File: src/rtl/dmem_dump_streamer_pkg.sv
// ----------------------------------------------------------------------------
// dmem_dump_streamer_pkg
// Shared types and constants for the data-memory dump streamer.
//   WORD_BYTES   : bytes per dmem word (address stride between beats)
//   word_t       : one 32-bit dmem word
//   dump_state_e : dump FSM states
// ----------------------------------------------------------------------------
package dmem_dump_streamer_pkg;

  localparam int WORD_BYTES = 4;

  typedef logic [31:0] word_t;

  typedef enum logic [2:0] {
    DUMP_IDLE,
    DUMP_REQ,
    DUMP_RESP,
    DUMP_SEND,
    DUMP_FIN
  } dump_state_e;

endpackage

File: src/rtl/dmem_dump_streamer_if.sv
// ----------------------------------------------------------------------------
// dmem_dump_streamer_if
// Bundles the dmem read port and the outgoing word stream of the dump
// streamer.
//   mem_rd_en / mem_rd_addr : read strobe and word-aligned byte address
//   mem_rd_data             : dmem data, valid one cycle after mem_rd_en
//   out_valid / out_ready   : stream handshake
//   out_data / out_last     : streamed word and end-of-dump marker
// master = streamer side, slave = memory + consumer side.
// ----------------------------------------------------------------------------
interface dmem_dump_streamer_if #(
  parameter int ADDR_W = 5
);
  import dmem_dump_streamer_pkg::*;

  logic              mem_rd_en;
  logic [ADDR_W-1:0] mem_rd_addr;
  word_t             mem_rd_data;
  logic              out_valid;
  logic              out_ready;
  word_t             out_data;
  logic              out_last;

  modport master (
    output mem_rd_en,
    output mem_rd_addr,
    input  mem_rd_data,
    output out_valid,
    input  out_ready,
    output out_data,
    output out_last
  );

  modport slave (
    input  mem_rd_en,
    input  mem_rd_addr,
    output mem_rd_data,
    input  out_valid,
    output out_ready,
    input  out_data,
    input  out_last
  );

endinterface

File: src/rtl/dmem_dump_streamer.sv
// ----------------------------------------------------------------------------
// dmem_dump_streamer
// After the core halts, walks a window of dmem one word at a time and
// streams each word out on a valid/ready interface.
// Ports:
//   clk        : core clock, rising edge
//   reset      : asynchronous, active-high reset (aborts a dump, no done)
//   start      : one-cycle launch pulse, only honoured while idle
//   base_addr  : first byte address of the window (low two bits ignored)
//   len_words  : number of words to stream (0 = finish immediately)
//   busy       : high in every state except idle
//   done       : one-cycle pulse when the dump completes
//   bus        : dmem read port + output stream (master modport)
// ----------------------------------------------------------------------------
module dmem_dump_streamer
  import dmem_dump_streamer_pkg::*;
#(
  parameter int DMEM_SIZE_BYTES = 32,
  parameter int ADDR_W          = $clog2(DMEM_SIZE_BYTES),
  parameter int LEN_W           = ADDR_W - 1
) (
  input  logic                clk,
  input  logic                reset,
  input  logic                start,
  input  logic [ADDR_W-1:0]   base_addr,
  input  logic [LEN_W-1:0]    len_words,
  output logic                busy,
  output logic                done,
  dmem_dump_streamer_if.master bus
);

  localparam logic [ADDR_W-1:0] ALIGN_MASK = ~ADDR_W'(WORD_BYTES - 1);
  localparam logic [ADDR_W-1:0] ADDR_STEP  = ADDR_W'(WORD_BYTES);
  localparam logic [LEN_W-1:0]  REM_ONE    = LEN_W'(1);

  dump_state_e       r_state;
  dump_state_e       w_state_nxt;
  logic [ADDR_W-1:0] r_addr;
  logic [LEN_W-1:0]  r_rem;
  word_t             r_data;

  logic w_load;
  logic w_capture;
  logic w_xfer;
  logic w_rd_en;
  logic w_valid;
  logic w_done;

  // State register
  always_ff @(posedge clk or posedge reset) begin
    if (reset) begin
      r_state <= DUMP_IDLE;
    end else begin
      r_state <= w_state_nxt;
    end
  end

  // Next-state and per-state strobes
  always_comb begin
    w_state_nxt = r_state;
    w_load      = 1'b0;
    w_capture   = 1'b0;
    w_xfer      = 1'b0;
    w_rd_en     = 1'b0;
    w_valid     = 1'b0;
    w_done      = 1'b0;
    case (r_state)
      DUMP_IDLE: begin
        if (start) begin
          w_load      = 1'b1;
          w_state_nxt = (len_words == '0) ? DUMP_FIN : DUMP_REQ;
        end
      end
      DUMP_REQ: begin
        w_rd_en     = 1'b1;
        w_state_nxt = DUMP_RESP;
      end
      DUMP_RESP: begin
        w_capture   = 1'b1;
        w_state_nxt = DUMP_SEND;
      end
      DUMP_SEND: begin
        w_valid = 1'b1;
        if (bus.out_ready) begin
          w_xfer      = 1'b1;
          w_state_nxt = (r_rem == REM_ONE) ? DUMP_FIN : DUMP_REQ;
        end
      end
      DUMP_FIN: begin
        w_done      = 1'b1;
        w_state_nxt = DUMP_IDLE;
      end
      default: w_state_nxt = DUMP_IDLE;
    endcase
  end

  // Address / remaining-count tracking; the address wraps naturally at the
  // top of dmem because it is exactly ADDR_W bits wide.
  always_ff @(posedge clk or posedge reset) begin
    if (reset) begin
      r_addr <= '0;
      r_rem  <= '0;
    end else if (w_load) begin
      r_addr <= base_addr & ALIGN_MASK;
      r_rem  <= len_words;
    end else if (w_xfer) begin
      r_addr <= r_addr + ADDR_STEP;
      r_rem  <= r_rem - REM_ONE;
    end
  end

  // Output word register: loaded only in RESP, so it stays frozen while the
  // consumer applies backpressure in SEND.
  always_ff @(posedge clk or posedge reset) begin
    if (reset) begin
      r_data <= '0;
    end else if (w_capture) begin
      r_data <= bus.mem_rd_data;
    end
  end

  assign bus.mem_rd_en   = w_rd_en;
  assign bus.mem_rd_addr = w_rd_en ? r_addr : '0;
  assign bus.out_valid   = w_valid;
  assign bus.out_data    = r_data;
  assign bus.out_last    = w_valid && (r_rem == REM_ONE);
  assign busy            = (r_state != DUMP_IDLE);
  assign done            = w_done;

endmodule

File: src/flat_wrapper.sv
// flat-port wrapper written by rule: the top's interface ports become plain ports
module dmem_dump_streamer_flat import dmem_dump_streamer_pkg::*;
#(
  parameter int DMEM_SIZE_BYTES = 32,
  parameter int ADDR_W          = $clog2(DMEM_SIZE_BYTES),
  parameter int LEN_W           = ADDR_W - 1
)
  (clk, reset, start, base_addr, len_words, busy, done, bus_mem_rd_en, bus_mem_rd_addr, bus_mem_rd_data, bus_out_valid, bus_out_ready, bus_out_data, bus_out_last);
  dmem_dump_streamer_if #(.ADDR_W(ADDR_W)) bus_i ();
  input  logic clk;
  input  logic reset;
  input  logic start;
  input  logic [ADDR_W-1:0] base_addr;
  input  logic [LEN_W-1:0] len_words;
  output logic busy;
  output logic done;
  output wire logic [$bits(bus_i.mem_rd_en)-1:0] bus_mem_rd_en;
  output wire logic [$bits(bus_i.mem_rd_addr)-1:0] bus_mem_rd_addr;
  input wire logic [$bits(bus_i.mem_rd_data)-1:0] bus_mem_rd_data;
  output wire logic [$bits(bus_i.out_valid)-1:0] bus_out_valid;
  input wire logic [$bits(bus_i.out_ready)-1:0] bus_out_ready;
  output wire logic [$bits(bus_i.out_data)-1:0] bus_out_data;
  output wire logic [$bits(bus_i.out_last)-1:0] bus_out_last;
  assign bus_mem_rd_en = bus_i.mem_rd_en;
  assign bus_mem_rd_addr = bus_i.mem_rd_addr;
  assign bus_i.mem_rd_data = bus_mem_rd_data;
  assign bus_out_valid = bus_i.out_valid;
  assign bus_i.out_ready = bus_out_ready;
  assign bus_out_data = bus_i.out_data;
  assign bus_out_last = bus_i.out_last;
  dmem_dump_streamer #(.DMEM_SIZE_BYTES(DMEM_SIZE_BYTES), .ADDR_W(ADDR_W), .LEN_W(LEN_W)) u_core (.clk(clk), .reset(reset), .start(start), .base_addr(base_addr), .len_words(len_words), .busy(busy), .done(done), .bus(bus_i));
endmodule
File: config.mk
export PLATFORM = sky130hd
export DESIGN_NAME = dmem_dump_streamer_flat
export DESIGN_NICKNAME = d
export VERILOG_FILES = /design/src/rtl/dmem_dump_streamer_pkg.sv /design/src/rtl/dmem_dump_streamer_if.sv /design/src/rtl/dmem_dump_streamer.sv /design/src/flat_wrapper.sv
export SDC_FILE = /design/constraint.sdc
export NUM_CORES = 1
export LEC_CHECK = 0
export CAP_MARGIN = 15
export CORE_MARGIN = 10
export CORE_UTILIZATION = 46
export DETAILED_ROUTE_END_ITERATION = 8
export DONT_BUFFER_PORTS = 1
export SKIP_CTS_REPAIR_TIMING = 1
export SKIP_LAST_GASP = 1
export SLEW_MARGIN = 20
export SYNTH_ARGS = -nofsm -noshare
export SYNTH_HDL_FRONTEND = slang
export SYNTH_SLANG_ARGS = --single-unit
File: constraint.sdc
create_clock -name clk -period 3.2 [get_ports clk]
set_input_delay 0.64 -clock clk [delete_from_list [all_inputs] [get_ports clk]]
set_output_delay 0.64 -clock clk [all_outputs]
set_load 0.01 [all_outputs]
==> results.yml, run 1 <==
timing:
  final_slew_violations: 0
  timing.fmax_mhz: 485
  setup-violations-final: 0
  min_period_over_period_pct: 64.4
  hold_slack_final_ns: 0.369
  min_clock_period_post_route_ns: 2.06
  timing_worst_slew_pin_value_ns: 0.594
  hold_viol_final: 0
  rsz0062_at_grt: "false"
  timing.setup.tns_ns: 0
  worst_clock_skew_ns: 0.00649
  layout_setup_ws_ns: 1.14
  timing.max_slew.rel_slack_pct: 60.3
global_routing:
  globalRouteTotalUtil_pct: 12.2
  grt_max_degree: 43
  first_global_vias: 1180
  antenna_found_initial: 0
  grt.overflow.total: 0
  grt_pass1_wl_um: 6890
clock_network:
  cts_tree: "yes"
  clockRootBuffer: "sky130_fd_sc_hd__clkbuf_8"
  tritoncts_num_sinks: 42
  clock_tree.buffer_depth: 2
  clock_latency_ns: 0.29
  clk_pin_slew_ns: 0.08
  cts-htree-levels: 2
  cts-buffers-inserted: 5
route:
  detailedRoute.firstPassIterationCount: 4
  routed-via-count: 1107
  detail_route.drc_violations: 0
  finalWirelength_um: 4190
  dr.first_iter.drc_count: 24
  post_drt_wl_per_cell_um: 22.0
  drt.antenna.violating_nets: 0
  post_drt_via_cell_ratio: 5.83
floorplan:
  chipWidth_um: 83.7
  placementRows: 23
  ios: 87
  die-area_um2: 7010
  starting_density_of_the_core_pct: 47.0
  die_y_um: 83.7
  core_region_area_um2: 3970
critical_path:
  critical_path_arrival_ns: 1.42
  timing.critical_path.required_ns: 2.56
  critical_path.endpoint_type: "output pin"
  critPathKind: "reg -> out"
  start_kind: "flip-flop"
  cp_max_fo: 17
outcome:
  outcome: "completed"
yosys:
  netlist_area_um2: 1870
  yosys_warning_total: 0
  top_reg_cell_synth: "sky130_fd_sc_hd__dfrtp_1"
  ys_types: 36
  synthCells: 139
  synth.avg_cell_area_um2: 13.4
  synth-seq-cells: 42
  synthArstFlopShare_pct: 100
  number_of_enable_flip_flop_cells_after_synthesis: 0
  ys_seq_area_share_pct: 56.3
place:
  preCtsSetupSlack_ns: 1.27
  post-place-cells: 182
  io_buffers: 0
  gp_congestion: 0.759
  dpl.hpwl_um: 3310
final_layout:
  area_growth_from_synthesis_to_layout_pct: 7.37
  fraction_of_the_core_area_covered_by_cells_at_the_end_of_the_flow_pct: 50.5
  design.final.nets: 187
  num_antenna_cells: 0
  final_layout_size_suffix_gt1_share_pct: 33.6
  filler_cell_count: 358
  fin_cells: 190
hold_path:
  hp-class: "in -> async"
power:
  irDropWorstVdd_uv: 430
  pwr_per_cell_area_nw_per_um2: 1150
  power.static_leakage_nw: 0.863
flow_run:
  cap_viol_max_count: 0
## cell families (layout without fill, tap and decap cells)
logic type / after synthesis / after routing / synth area share, %
AO/OA/AOI/OAI: 13 / 13 / 6.43
adder cells (fa/ha/maj): 3 / 3 / 2.01
AND/OR/NAND/NOR: 30 / 30 / 9.91
other: 1 / 2 / 0.201
buffers and inverters: 15 / 15 / 4.15
multiplexers: 35 / 35 / 21.0
flip-flops: 42 / 42 / 56.3
## registers in the layout, indices dropped and copies added (netlist names)
signal / flops
u_core.bus.out_data: 32
u_core.r_rem: 4
u_core.r_addr: 3
u_core.r_state: 3
## final cells by class
class,instances,area (um2),share of cell area [%]
Clock inverter,3,43.8,2.18
Clock buffer,5,68.8,3.43
Inverter,5,18.8,0.936
Sequential cell,42,1050,52.4
Multi-Input combinational cell,83,746,37.2
Timing Repair Buffer,2,15.0,0.749
Tap cell,50,62.6,3.12
## cells in the mapped netlist, drive strengths merged, types with 2 or more instances
cell     number  area share [%]
dfrtp        42              56
o221a         3             1.8
ha            3             2.0
buf           8             2.7
nor2          4            0.80
nand2         5             1.0
mux2         34              20
clkbuf        2            0.40
nor3b         2            0.80
and2          2            0.67
a221o         2             1.1
nand3         2            0.54
and3          3             1.0
nor3          3            0.80
a2bb2oi       2            0.94
inv           5             1.0
## worst max-delay path: stages (launching register included)
cell	delay, ns
sky130_fd_sc_hd__dfrtp_1	0.65
sky130_fd_sc_hd__nand4bb_1	0.24
sky130_fd_sc_hd__nor2_1	0.25
## where the power goes
group / total (mW) / switching, mW / internal (mW) / leakage [nW]
clock network: 0.411 / 0.178 / 0.234 / 0.0585
registers: 1.15 / 0.347 / 0.806 / 0.494
logic: 0.739 / 0.317 / 0.422 / 0.311
## worst paths after layout
path	endpoint	depth (start not counted)	startpoint	slack, ns
setup / recovery	bus_out_last	2	u_core.r_state[0]	1.14
max in group asynchronous	u_core.r_state[0]	2	reset	2.47
setup reg to reg	u_core.r_rem[3]	3	u_core.r_state[0]	1.25
hold / removal	u_core.r_addr[2]	2	reset	0.37
hold reg to reg	u_core.r_addr[3]	2	u_core.r_addr[3]	0.54
min in group clk	u_core.r_state[1]	1	bus_out_ready	0.45
## layer usage
| layer | part of all wire (%) | GRT usage, % |
|---|---|---|
| met1 | 38 | 13.1 |
| met3 | 9.8 | 6.45 |
| met2 | 52 | 20.3 |
| met5 | 0 | 0 |
| met4 | 0.72 | 3.20 |
## placed cells by master (no fill, tap or decap), types with 2 or more instances in the layout
master and count:
sky130_fd_sc_hd__mux2_2 32, sky130_fd_sc_hd__nand3_1 2, sky130_fd_sc_hd__clkbuf_8 5, sky130_fd_sc_hd__dfrtp_1 42, sky130_fd_sc_hd__and2_1 2, sky130_fd_sc_hd__nor3_1 3, sky130_fd_sc_hd__and3_1 3, sky130_fd_sc_hd__ha_1 3
sky130_fd_sc_hd__a221o_1 2, sky130_fd_sc_hd__buf_4 2, sky130_fd_sc_hd__inv_1 5, sky130_fd_sc_hd__nor2_1 3, sky130_fd_sc_hd__a2bb2oi_1 2, sky130_fd_sc_hd__nand2_1 5, sky130_fd_sc_hd__nor3b_1 2, sky130_fd_sc_hd__o221a_2 3
sky130_fd_sc_hd__mux2_1 2, sky130_fd_sc_hd__conb_1 2
## metrics by stage
stage	instance area [um2]	power, mW
2_1_floorplan	1870	1.75
3_3_place_gp	1890	1.87
3_5_place_dp	1890	1.94
4_1_cts	2010	2.36
5_1_grt	2010	2.49
6_report	2010	2.30
No activity file was read; power rests on OpenSTA's default activity.
==> run 2: changes to the inputs <==
- clock period: 3.2 -> 2 ns (I/O delays scaled with it)
==> results.yml, run 2 (synthesis gave the netlist of run 1 again) <==
outcome:
  outcome: "completed"
clock_network:
  clockRootBuffer: "sky130_fd_sc_hd__clkbuf_8"
  cts-htree-levels: 2
  clk_pin_slew_ns: 0.08
  clock_tree.buffer_depth: 2
  tritoncts_num_sinks: 42
  clock_latency_ns: 0.29
  cts-buffers-inserted: 5
  cts_tree: "yes"
critical_path:
  critPathKind: "reg -> reg"
  start_kind: "flip-flop"
  cp_max_fo: 13
  critical_path.endpoint_type: "flip-flop"
  cpPeakStageDelay_ns: 0.59
  crit_path_top_delay_cell: "sky130_fd_sc_hd__or4b_1"
  worst-r2r-cell-count: 3
  critical_path_arrival_ns: 1.97
  timing.critical_path.cells: "or4b_1, mux2_2, a221o_1"
  timing.critical_path.required_ns: 2.18
route:
  drt.antenna.violating_nets: 0
  finalWirelength_um: 4070
  routed-via-count: 1108
  detail_route.drc_violations: 0
  post_drt_via_cell_ratio: 5.74
  route.met2.wl_um: 2050
  route.top_layer_used: "met4"
  dr.first_iter.drc_count: 26
  drt_met1_wl_um: 1530
  met3_wirelength_um: 430
  post_drt_wl_per_cell_um: 21.1
  detailedRoute.firstPassIterationCount: 2
global_routing:
  grt.overflow.total: 0
  antenna_found_initial: 0
  globalRouteTotalUtil_pct: 11.5
  grt_pass1_wl_um: 6530
  first_global_vias: 1180
  grt_max_degree: 43
power:
  pwr_per_cell_area_nw_per_um2: 1800
  intPower_mw: 2.30
  finalPower_mw: 3.64
  p_switching_mw: 1.34
  p_seq_share_pct: 49.7
  share_clk_of_total_power_pct: 15.3
  irDropWorstVdd_uv: 639
  power.switching_fraction_pct: 36.8
  comb_power_share_pct: 35.0
  power.static_leakage_nw: 0.870
timing:
  layout_setup_ws_ns: 0.216
  timing_worst_slew_pin_value_ns: 0.630
  worst_clock_skew_ns: 0.00824
  hold_viol_final: 0
  min_clock_period_post_route_ns: 1.78
  final_slew_violations: 0
  setup-violations-final: 0
  min_period_over_period_pct: 89.2
  timing.max_slew.rel_slack_pct: 57.6
  timing.fmax_mhz: 560
  rsz0062_at_grt: "false"
  timing.setup.tns_ns: 0
final_layout:
  filler_cell_count: 353
  design.final.nets: 190
  area_growth_from_synthesis_to_layout_pct: 8.31
  largest_register_ffs: 32
  mostFrequentLayoutCells: "sky130_fd_sc_hd__dfrtp_1, sky130_fd_sc_hd__mux2_2, sky130_fd_sc_hd__clkbuf_8"
  final_layout_size_suffix_gt1_share_pct: 35.0
  most_common_library_cell_in_the_layout_ignoring_fill_and_taps: "sky130_fd_sc_hd__dfrtp_1"
  fraction_of_the_core_area_covered_by_cells_at_the_end_of_the_flow_pct: 50.9
  num_antenna_cells: 0
hold_path:
  hp-class: "in -> async"
floorplan:
  die-area_um2: 7010
  starting_density_of_the_core_pct: 47.0
  die_y_um: 83.7
  core_region_area_um2: 3970
  chipWidth_um: 83.7
  ios: 87
  placementRows: 23
place:
  io_buffers: 0
  preCtsSetupSlack_ns: 0.246
  gp_congestion: 0.740
  dpl.hpwl_um: 3170
flow_run:
  cap_viol_max_count: 0
[run 2: cell types whose count changed in the layout (fill, tap and decap cells not counted), sizes merged]
cell,previous run,this run
buf,2,5
bufinv,1,0
clkbuf,5,6
clkinvlp,0,1
inv,6,5
[run 2: power by group through the flow]
stage | clock, mW | sequential [mW] | combinational [mW]
4_1_cts | 0.580 | 1.83 | 1.30
5_1_grt | 0.620 | 1.88 | 1.42
6_report | 0.555 | 1.81 | 1.27
3_5_place_dp | 0 | 1.84 | 1.30
2_1_floorplan | 0 | 1.68 | 1.13
3_3_place_gp | 0 | 1.82 | 1.24
[run 2: layout make-up]
class                           instances  area (um2)  area share (%)
Timing Repair Buffer                    5        50.0            2.47
Multi-Input combinational cell         83         746            36.9
Clock inverter                          2        12.5           0.618
Inverter                                5        18.8           0.928
Tap cell                               50        62.6            3.09
Sequential cell                        42        1050            51.9
Clock buffer                            6        82.6            4.08
[run 2: final timing paths]
kind,startpoint,end,slack [ns]
max,u_core.r_state[1],u_core.r_rem[3],0.22
max in group asynchronous,reset,u_core.bus.out_data[20],1.51
max reg2reg,u_core.r_state[1],u_core.r_rem[3],0.22
min in group clk,bus_out_ready,u_core.r_state[1],0.20
min,reset,u_core.r_addr[2],0.12
min reg2reg,u_core.r_addr[3],u_core.r_addr[3],0.53
[run 2: worst max-delay path: cells and delay by family (launching register included)]
| family | cells | cell delay (ns) |
|---|---|---|
| simple gates | 1 | 0.59 |
| flops | 1 | 0.52 |
| mux | 1 | 0.28 |
| compound gates | 1 | 0.28 |
[run 2: per-stage QoR]
step	std cells	cell area [um2]	hold WS [ns]
floorplan	140	1870	0.485
detailed placement	185	1930	0.458
global placement	185	1930	0.453
finish	193	2020	0.123
global route	193	2020	0.173
CTS	193	2020	0.140
[run 2: metal layers]
| metal | vias to the layer above | GRT usage [%] |
|---|---|---|
| met3 | 8 | 5.96 |
| met4 | 0 | 5.33 |
| li1 | 507 | - |
| met5 | - | 0 |
| met2 | 48 | 19.0 |
| met1 | 545 | 11.9 |
==> run 3: changes to the inputs <==
- CELL_PAD_IN_SITES_DETAIL_PLACEMENT: not set -> 2
- CELL_PAD_IN_SITES_GLOBAL_PLACEMENT: not set -> 2
- CORE_UTILIZATION: 46 -> 38
- PLACE_DENSITY_LB_ADDON: not set -> 0.1
==> results.yml, run 3 (synthesis gave the netlist of run 1 again) <==
clock_network:
  clock_latency_ns: 0.29
  clock_tree.buffer_depth: 2
  cts-htree-levels: 2
  tritoncts_num_sinks: 42
  clockRootBuffer: "sky130_fd_sc_hd__clkbuf_8"
  cts_tree: "yes"
  clk_pin_slew_ns: 0.08
  cts-buffers-inserted: 5
final_layout:
  largest_register_ffs: 32
  mostFrequentLayoutCells: "sky130_fd_sc_hd__dfrtp_1, sky130_fd_sc_hd__mux2_2, sky130_fd_sc_hd__clkbuf_8"
  num_antenna_cells: 0
  final_design_area_no_fill_um2: 2070
  fraction_of_the_core_area_covered_by_cells_at_the_end_of_the_flow_pct: 43.6
  final-seq-area_um2: 1050
  filler_cell_count: 477
  most_common_library_cell_in_the_layout_ignoring_fill_and_taps: "sky130_fd_sc_hd__dfrtp_1"
  final_layout_size_suffix_gt1_share_pct: 35.9
  design.final.nets: 192
  area_growth_from_synthesis_to_layout_pct: 10.9
  multi_input_gate_area_in_the_final_layout_um2: 746
power:
  irDropWorstVdd_uv: 537
  pwr_per_cell_area_nw_per_um2: 1790
  power.static_leakage_nw: 0.880
timing:
  setup-violations-final: 0
  hold_slack_final_ns: 0.0469
  timing.max_slew.rel_slack_pct: 46.1
  timing_worst_slew_pin_value_ns: 0.804
  min_period_over_period_pct: 92.2
  worst_clock_skew_ns: 0.00851
  timing.setup.tns_ns: 0
  hold_viol_final: 0
  min_clock_period_post_route_ns: 1.84
  timing.fmax_mhz: 542
  final_slew_violations: 0
  rsz0062_at_grt: "false"
place:
  dpl-instance-area_um2: 1980
  gp_congestion: 0.714
  io_buffers: 0
  dpl.hpwl_um: 3670
floorplan:
  die-area_um2: 8120
  ios: 87
  die_y_um: 90.1
  placementRows: 25
  chipWidth_um: 90.1
  starting_density_of_the_core_pct: 39.3
  core_region_area_um2: 4750
route:
  finalWirelength_um: 4550
  detail_route.drc_violations: 0
  drt.antenna.violating_nets: 0
  post_drt_via_cell_ratio: 5.38
  detailedRoute.firstPassIterationCount: 4
  post_drt_wl_per_cell_um: 21.5
  dr.first_iter.drc_count: 25
  routed-via-count: 1141
critical_path:
  cp_max_fo: 9
  cpPeakStageDelay_ns: 0.48
  crit_path_top_delay_cell: "sky130_fd_sc_hd__dfrtp_1"
  critical_path.endpoint_type: "output pin"
  timing.critical_path.required_ns: 1.60
  r2r_start: "u_core.r_state[2]"
  timing.critical_path.cells: "buf_4, nand4bb_1, nor2_1"
  critPathKind: "reg -> out"
  critical_path_arrival_ns: 1.44
  start_kind: "flip-flop"
  startpoint: "u_core.r_state[0]"
flow_run:
  cap_viol_max_count: 0
hold_path:
  hp-class: "in -> async"
outcome:
  outcome: "completed"
global_routing:
  grt.overflow.total: 0
  grt_pass1_wl_um: 7300
  first_global_vias: 1247
  globalRouteTotalUtil_pct: 10.9
  antenna_found_initial: 0
  grt_max_degree: 33
[run 3: cell count changes in the layout (fill, tap and decap cells not counted)]
cell / delta
sky130_fd_sc_hd__buf_4: +1
sky130_fd_sc_hd__buf_12: +1
sky130_fd_sc_hd__clkinv_1: +1
sky130_fd_sc_hd__inv_1: -1
[run 3: through the flow]
step	setup WS, ns	total power, mW	cells
finish	0.156	3.70	212
global route	0.0513	4.00	212
CTS	0.136	3.79	212
detailed placement	0.235	3.21	204
global placement	0.275	3.12	204
floorplan	0.277	2.81	140
[run 3: area by class of cell]
type                            instances  area share (%)
Sequential cell                        42            50.7
Multi-Input combinational cell         83            36.0
Tap cell                               67            4.05
Clock buffer                            6            3.99
Timing Repair Buffer                    7            3.74
Inverter                                5           0.906
Clock inverter                          2           0.604
[run 3: critical path: cells and delay by family (launching register included)]
family	cells	cell delay [ns]
and+or+nand+nor	2	0.46
buffers and inverters	1	0.22
DFF	1	0.48
[run 3: path summary, 6_finish.rpt]
kind	cells past startpoint	slack, ns	to
worst max-delay path	3	0.16	bus_out_last
worst min-delay path	1	0.05	u_core.bus.out_data[28]
worst max register to register	3	0.23	u_core.r_rem[3]
worst min register to register	2	0.54	u_core.r_addr[3]
max in group asynchronous	2	1.43	u_core.bus.out_data[4]
min in group clk	1	0.21	u_core.r_state[1]
[run 3: report_power, final]
group          internal, mW  leakage, nW  total [mW]  switching, mW
Combinational         0.754        0.338        1.33          0.579
Clock                 0.277       0.0472       0.560          0.282
Sequential             1.29        0.494        1.81          0.519
[run 3: per-layer routing]
metal / share of wire, % / track usage [%] / vias to the layer above / wire [um]
li1: - / - / 506 / -
met1: 36 / 11.6 / 581 / 1650
met2: 50 / 17.8 / 52 / 2270
met3: 13 / 7.07 / 2 / 602
met4: 0.53 / 2.79 / 0 / 24
met5: 0 / 0 / - / 0
